**src/rtl/ones_count_pkg.sv**
```systemverilog
// Shared types and default sizing for the round-robin ones-count scheduler.
package ones_count_pkg;

   localparam int unsigned DEF_DATA_WIDTH  = 8;
   localparam int unsigned DEF_COUNT_WIDTH = 4;
   localparam int unsigned DEF_NUM_REQ     = 4;
   localparam int unsigned DEF_ID_WIDTH    = 2;

   typedef enum logic [1:0] {
      IDLE  = 2'd0,
      SHIFT = 2'd1,
      DONE  = 2'd2
   } state_e;

endpackage

```
**src/rtl/ones_count_serial.sv**
```systemverilog
// Serial population counter: shifts a loaded word right one bit per step,
// accumulating the bits shifted out.
// Ports:
//   clk, reset     - clock, synchronous active-high reset
//   load, data_in  - capture data_in into the shift register and clear count
//   step           - add shift register LSB to count, shift right by one
//   zero           - shift register is all zeros (no more ones to count)
//   count          - running number of ones counted
module ones_count_serial
   import ones_count_pkg::*;
#(
   parameter int unsigned DATA_WIDTH  = DEF_DATA_WIDTH,
   parameter int unsigned COUNT_WIDTH = DEF_COUNT_WIDTH
) (
   input  logic                   clk,
   input  logic                   reset,
   input  logic                   load,
   input  logic                   step,
   input  logic [DATA_WIDTH-1:0]  data_in,
   output logic                   zero,
   output logic [COUNT_WIDTH-1:0] count
);

   logic [DATA_WIDTH-1:0]  sr_q;
   logic [COUNT_WIDTH-1:0] count_q;

   // Shift register and accumulator; load has priority over step.
   always_ff @(posedge clk) begin
      if (reset) begin
         sr_q    <= '0;
         count_q <= '0;
      end else if (load) begin
         sr_q    <= data_in;
         count_q <= '0;
      end else if (step) begin
         sr_q    <= sr_q >> 1;
         count_q <= count_q + COUNT_WIDTH'(sr_q[0]);
      end
   end

   assign zero  = (sr_q == '0);
   assign count = count_q;

endmodule

```
**src/rtl/ones_count_sched.sv**
```systemverilog
// Round-robin scheduler that grants one requester at a time, counts the ones
// in its data word serially, and reports the result with a one-cycle done.
// Ports:
//   clk, reset - clock, synchronous active-high reset
//   req        - level request per requester
//   data       - packed requester words, requester i at [i*DATA_WIDTH +: DATA_WIDTH]
//   gnt        - one-hot, one-cycle grant pulse (first SHIFT cycle)
//   busy       - operation in progress (state not IDLE)
//   done       - one-cycle result-valid pulse
//   done_id    - requester index for the result on bit_count
//   bit_count  - number of ones in the granted word, held until next done
module ones_count_sched
   import ones_count_pkg::*;
#(
   parameter int unsigned DATA_WIDTH  = DEF_DATA_WIDTH,
   parameter int unsigned COUNT_WIDTH = DEF_COUNT_WIDTH,
   parameter int unsigned NUM_REQ     = DEF_NUM_REQ,
   parameter int unsigned ID_WIDTH    = DEF_ID_WIDTH
) (
   input  logic                          clk,
   input  logic                          reset,
   input  logic [NUM_REQ-1:0]            req,
   input  logic [NUM_REQ*DATA_WIDTH-1:0] data,
   output logic [NUM_REQ-1:0]            gnt,
   output logic                          busy,
   output logic                          done,
   output logic [ID_WIDTH-1:0]           done_id,
   output logic [COUNT_WIDTH-1:0]        bit_count
);

   state_e                 state_q, state_d;
   logic [NUM_REQ-1:0]     gnt_q, gnt_d;
   logic                   busy_q, busy_d;
   logic                   done_q, done_d;
   logic [ID_WIDTH-1:0]    done_id_q, done_id_d;
   logic [COUNT_WIDTH-1:0] bit_count_q, bit_count_d;
   logic [ID_WIDTH-1:0]    last_id_q, last_id_d;

   logic                   rr_found;
   logic [ID_WIDTH-1:0]    rr_sel;
   int unsigned            rr_idx;

   logic                   ser_load;
   logic                   ser_step;
   logic                   ser_zero;
   logic [COUNT_WIDTH-1:0] ser_count;
   logic [DATA_WIDTH-1:0]  sel_data;

   // Round-robin search starting just after the last granted index.
   always_comb begin
      rr_found = 1'b0;
      rr_sel   = '0;
      rr_idx   = 0;
      for (int unsigned off = 1; off <= NUM_REQ; off++) begin
         rr_idx = (32'(last_id_q) + off) % NUM_REQ;
         if (!rr_found && req[ID_WIDTH'(rr_idx)]) begin
            rr_found = 1'b1;
            rr_sel   = ID_WIDTH'(rr_idx);
         end
      end
   end

   assign sel_data = data[32'(rr_sel)*DATA_WIDTH +: DATA_WIDTH];

   ones_count_serial #(
      .DATA_WIDTH  (DATA_WIDTH),
      .COUNT_WIDTH (COUNT_WIDTH)
   ) u_serial (
      .clk     (clk),
      .reset   (reset),
      .load    (ser_load),
      .step    (ser_step),
      .data_in (sel_data),
      .zero    (ser_zero),
      .count   (ser_count)
   );

   // State and registered outputs.
   always_ff @(posedge clk) begin
      if (reset) begin
         state_q     <= IDLE;
         gnt_q       <= '0;
         busy_q      <= 1'b0;
         done_q      <= 1'b0;
         done_id_q   <= '0;
         bit_count_q <= '0;
         last_id_q   <= ID_WIDTH'(NUM_REQ - 1);
      end else begin
         state_q     <= state_d;
         gnt_q       <= gnt_d;
         busy_q      <= busy_d;
         done_q      <= done_d;
         done_id_q   <= done_id_d;
         bit_count_q <= bit_count_d;
         last_id_q   <= last_id_d;
      end
   end

   // Next-state and next-output logic.
   always_comb begin
      state_d     = state_q;
      gnt_d       = '0;
      done_d      = 1'b0;
      done_id_d   = done_id_q;
      bit_count_d = bit_count_q;
      last_id_d   = last_id_q;
      ser_load    = 1'b0;
      ser_step    = 1'b0;

      case (state_q)
         IDLE: begin
            if (rr_found) begin
               ser_load  = 1'b1;
               gnt_d     = NUM_REQ'(1) << rr_sel;
               last_id_d = rr_sel;
               state_d   = SHIFT;
            end
         end
         SHIFT: begin
            // Count is final once the remaining word is empty; latch it here
            // so done and the result appear together in DONE.
            if (ser_zero) begin
               state_d     = DONE;
               done_d      = 1'b1;
               bit_count_d = ser_count;
               done_id_d   = last_id_q;
            end else begin
               ser_step = 1'b1;
            end
         end
         DONE: begin
            state_d = IDLE;
         end
         default: begin
            state_d = IDLE;
         end
      endcase

      busy_d = (state_d != IDLE);
   end

   assign gnt       = gnt_q;
   assign busy      = busy_q;
   assign done      = done_q;
   assign done_id   = done_id_q;
   assign bit_count = bit_count_q;

endmodule

```
**config.mk**
```make
export PLATFORM = sky130hd
export DESIGN_NAME = ones_count_sched
export DESIGN_NICKNAME = d
export VERILOG_FILES = /design/src/rtl/ones_count_pkg.sv /design/src/rtl/ones_count_serial.sv /design/src/rtl/ones_count_sched.sv
export SDC_FILE = /design/constraint.sdc
export NUM_CORES = 1
export LEC_CHECK = 0
export ABC_AREA = 1
export CELL_PAD_IN_SITES_DETAIL_PLACEMENT = 0
export CELL_PAD_IN_SITES_GLOBAL_PLACEMENT = 1
export CORE_UTILIZATION = 23
export CTS_BUF_LIST = sky130_fd_sc_hd__clkbuf_8
export CTS_CLUSTER_SIZE = 14
export DETAILED_ROUTE_END_ITERATION = 16
export PLACE_DENSITY_LB_ADDON = 0.1
export SETUP_SLACK_MARGIN = 0.3
export SYNTH_ARGS = -nofsm -noshare
export SYNTH_HDL_FRONTEND = slang
export SYNTH_SLANG_ARGS = --single-unit
```
**constraint.sdc**
```tcl
create_clock -name clk -period 4.69 [get_ports clk]
set_input_delay 1.407 -clock clk [delete_from_list [all_inputs] [get_ports clk]]
set_output_delay 1.407 -clock clk [all_outputs]
set_load 0.01 [all_outputs]
```
# ---- After elaboration in Yosys (flattened, before gate mapping)
# Cells that the tools add are included.
dict set report classes {
  add_sub_neg 5
  mul 0
  div 0
  magnitude_cmp 4
  eq_ne 1
  shifts 2
  n_mux 26
  bitwise_logic 3
  reduce_logical 15
}
# cell n
set op_table {}
lappend op_table {{$shiftx 32x6->8} 1}
lappend op_table {{$mux 8} 2}
lappend op_table {{$mux 1} 13}
lappend op_table {{$lt 2x3->1 const B} 4}
lappend op_table {{$mux 2} 6}
lappend op_table {{$bmux 1 s2} 4}
lappend op_table {{$logic_not 8->1} 1}
lappend op_table {{$add 2x1->2 const B} 2}
lappend op_table {{$add 2x2->2 const B} 2}
lappend op_table {{$add 4x1->4} 1}
lappend op_table {{$pmux 2 s2} 1}
lappend op_table {{$reduce_and 2->1} 2}
lappend op_table {{$reduce_bool 2->1} 2}
lappend op_table {{$reduce_or 2->1} 2}
lappend op_table {{$shl 1x2->4 const A} 1}
lappend op_table {{$logic_and 1x1->1} 3}
lappend op_table {{$logic_not 1->1} 3}
lappend op_table {{$not 1->1} 3}
lappend op_table {{$reduce_or 3->1} 1}
lappend op_table {{$eq 2x1->1 const B} 1}
lappend op_table {{$logic_not 2->1} 1}
dict set report word_totals {
  reg_bits 28
  latchBits 0
  ramBits 0
  romBits 0
  in_bits 38
  out_inout_bits 12
  n_memories 0
}

# ---- Longest topological paths before layout
dict set report logic_depth {
  ltp_word 16
  ltp_mapped 17
  depth_no_buf 16
}

# ---- Cells and area by module
# Synthesis repeated with hierarchy kept, for this count alone.
dict set report hier_totals {
  hier_cells 307
  hier_area_um2 1979.4
}
# mod n_inst cells_per_inst area_each_um2 seq_area_each_um2
set by_module_without_submodules {}
lappend by_module_without_submodules {ones_count_sched 1 210 1346.3 320.3}
lappend by_module_without_submodules {ones_count_serial 1 97 633.1 240.2}

# ---- Least setup slack after synthesis
# No wires, ideal clock.
dict set report synth_path {
  kind {input to register}
  start {in req[3]}
  end {reg u_serial.sr_q[1]}
  setup_time_ps 117
  arrival_ps 2455
  setup_slack_ps 2118
  stages 14
  n_path_buf 2
  path_cell_list {nand2_1 > nand2_1 > nand2_2 > nand2_2 > nor2_4 > nand3_2 > nand3_2 > buf_6 > buf_6 > nand2_4 > nand3_2 > nand2_1 > nand2_1 > nand2_1}
}
dict set report synth_via {
  elab_chain_cells 15
  word_cells_on_any_way 27
}
# item line
set synth_rtl {}
lappend synth_rtl {{start: declaration} ones_count_sched.sv:22} ;# input logic [NUM_REQ-1:0] req,
lappend synth_rtl {{branches (longest 15 deep; another with $bmux 1 s2)} n/a}
lappend synth_rtl {{end signal: assignment} ones_count_serial.sv:33} ;# sr_q <= data_in;
lappend synth_rtl {{end signal: assignment} ones_count_serial.sv:36} ;# sr_q <= sr_q >> 1;
lappend synth_rtl {{end: declaration} ones_count_serial.sv:24} ;# logic [DATA_WIDTH-1:0] sr_q;
# Parallel ways; which one is timed is not known. The select of a mux whose other input is x is not followed.
# A chain may end at the register's enable or synchronous reset.

# ---- Worst setup path in the final report
dict set report layout_path {
  start {in req[2]}
  end {reg u_serial.sr_q[2]}
}
# The elaborated chain is that of the path after synthesis.

==> reports/results.ini <==
[status]
outcome=finished clean

[cts]
htreeDepth=1
cts_setup_buffers=0
clk_pin_slew_ps=100
ctsRootBufferMaster=clkbuf_8
cts_tree=built
cts_hold_buf=0
ctsResizeCount=0
clock_path_buffers=2
cts_buffers=3
cts_sinks=28
clock_latency_ps=280

[power]
power-per-cell-area_mw_per_mm2=596
leakagePower_nw=1.13
max-vdd-ir-drop_mv=0.170

[critical_path]
crit_type=in2reg
crit_fanout=16
start_kind=primary input
cp-startpoint=req[2]
cpLargestDelayFamily=simple AND/OR/NAND/NOR gates
cp.depth=14
crit_buf_inv=3
cpPeakStageDelay_ps=500
r2r-start=last_id_q[0]
rrSetupSlack_ps=2520
cpMaxStageDelayCell=clkdlybuf4s50_1
crit_chain=clkdlybuf4s50_1 > nand2_1 > nand2_2 > nand2_2 > nand2_2 > inv_1 > nand3_1 > nand3_2 > inv_2 > nand2_1 > nand3_1 > nand2_1 > nand2_1 > nand2_1
rr_worst_depth=13
cp.arrival_ps=3270
crit_path_frequent_cell=nand2_1
timing.rr.end=u_serial.sr_q[2]
required_ps=4870
critPathCapture=u_serial.sr_q[2]
crit_path_end_kind=flip-flop

[floorplan]
core-area_mm2=0.00721
initial_core_util_pct=23.7
std_cell_rows=31
num_io_pins=50
die_w_um=88.1
die_y_um=88.1
dieArea_mm2=0.00777

[global_route]
grt_usage_pct=12.0
grt_max_degree=17
grt-ovfl-total=0
antenna_found_initial=0
grt_pass1_wl_um=7430
first_global_vias=1662

[sta]
hold_viol=0
rsz0062_at_grt=no
skew_ps=10.6
finalSetupViolCount=0
fmax_ghz=0.324
period_share_pct=65.9
setup_tns_ps=0
maxSlewViolCount=0
layout_min_cycle_time_ps=3090
worst_slew_pin_slew_ps=532
slew_headroom_pct=64.4
hold_slack_ps=481

[logic_synthesis]
synth_edf_count=0
synth_async_sr_flop_share_pct=0
syn_area_per_cell_um2=6.32
synth_area_leaders=dfxtp_1 (33%), nand2_1 (20%), nand3_1 (8.5%)
synth_area_mm2=0.00171
ys_ff_latch=28
post-synth-top-count-cell=nand2_1
ys_types=27
synth_top_area_share_pct=32.8
synth.largest_area_cell=dfxtp_1
syn_nets=310
synth_warnings=0
synthCells=270
synthFlopType=dfxtp_1
ys_seq_area_share_pct=32.8
yosys-top-cells-count=nand2_1 (91), inv_1 (33), nand3_1 (29), dfxtp_1 (28), nor2_1 (22)

[detailed_routing]
avgRoutedWirePerCell_um=10.0
via_per_inst=4.15
antenna_left=0
dr.pass1.iters=5
wl_um=4180
drc=0
route.vias.total=1726
drtIter0Drc=49

[min_path]
hold_depth=2
hp-class=reg2reg

[layout]
design_area_mm2=0.00234
area_delta_synth_final_pct=37.2
nNetsFinal=358
antenna_cells=0
fill_cells=845
drive_above_1_share_pct=11.4

[placed_design]
port_buffers=49
hpwl_um=3260
dpl_cell_area_mm2=0.00227
gp_congestion=0.721

[flow_run]
maxCapViolCount=0

==> cells by family (layout without fill, tap and decap cells) <==
logic type	after synthesis	in the layout	synth area share, %
buf+inv	49	96	13.4
simple gates	168	168	44.4
compound gates	21	21	6.89
xor+xnor	2	2	1.03
flops	28	28	32.8
fa+ha+maj	2	2	1.47
==> metal layers <==
layer  track usage, %  up-vias  share of wire, %
met5                0        -                 0
met4             2.64        0              0.41
met3             1.79        2               5.1
met2             20.6       41                45
met1             15.9      747                49
li1                 -      936                 -
==> power by group <==
part | internal, mW | switching, mW | leakage [nW]
logic | 0.310 | 0.545 | 0.866
registers | 0.306 | 0.0448 | 0.229
clock network | 0.114 | 0.0768 | 0.0357
total | 0.730 | 0.666 | 1.13
==> tightest hold or removal path, stage by stage (launching register included) <==
cell and delay, ps:
dfxtp_1 320, nand3_1 70, nand2_1 50
==> how the worst min path moves through the flow <==
stage | start | end | slack (ps)
final | u_serial.sr_q[3] | u_serial.sr_q[3] | 480
after global routing | u_serial.sr_q[3] | u_serial.sr_q[3] | 540
after CTS | u_serial.sr_q[3] | u_serial.sr_q[3] | 480
after detailed placement | u_serial.sr_q[3] | u_serial.sr_q[3] | 470
after global placement | u_serial.sr_q[3] | u_serial.sr_q[3] | 460
after floorplan | u_serial.sr_q[3] | u_serial.sr_q[3] | 450
==> final cells by class <==
type                       count  area, µm²  share of cell area, %
clock buffer                   3       41.3                   1.76
multi-input combinational    193        917                   39.2
timing repair buffer          51        505                   21.6
clock inverter                 1       30.0                   1.28
sequential                    28        561                   23.9
inverter                      41        164                   7.00
tap                           99        124                   5.29
==> flip-flops by register name, indices dropped and copies added, names as in the netlist <==
name            count
u_serial.count      4
gnt                 4
done                1
done_id             2
last_id_q           2
state_q             2
bit_count           4
u_serial.sr_q       8
busy                1
==> stage by stage <==
step	std cells	power, mW	setup WS [ps]	util, %
3_5_place_dp	412	1.22	1300	31.5
5_1_grt	416	1.56	1340	32.5
4_1_cts	416	1.42	1600	32.5
6_report	416	1.40	1600	32.5
3_3_place_gp	412	1.23	1320	31.5
2_1_floorplan	270	1.03	2120	-
==> cell usage in the layout, fill, tap and decap left out, drive strengths merged, types with 2 or more instances in the layout <==
cell           count
ha                 2
nand3             32
clkdlybuf4s50     49
o22ai              4
clkbuf             3
o21ai              8
buf                2
nand2            108
a21oi              6
inv               41
dfxtp             28
nand4              3
o211ai             2
nor2              24
Note: power is estimated with default switching activity, not from simulation.
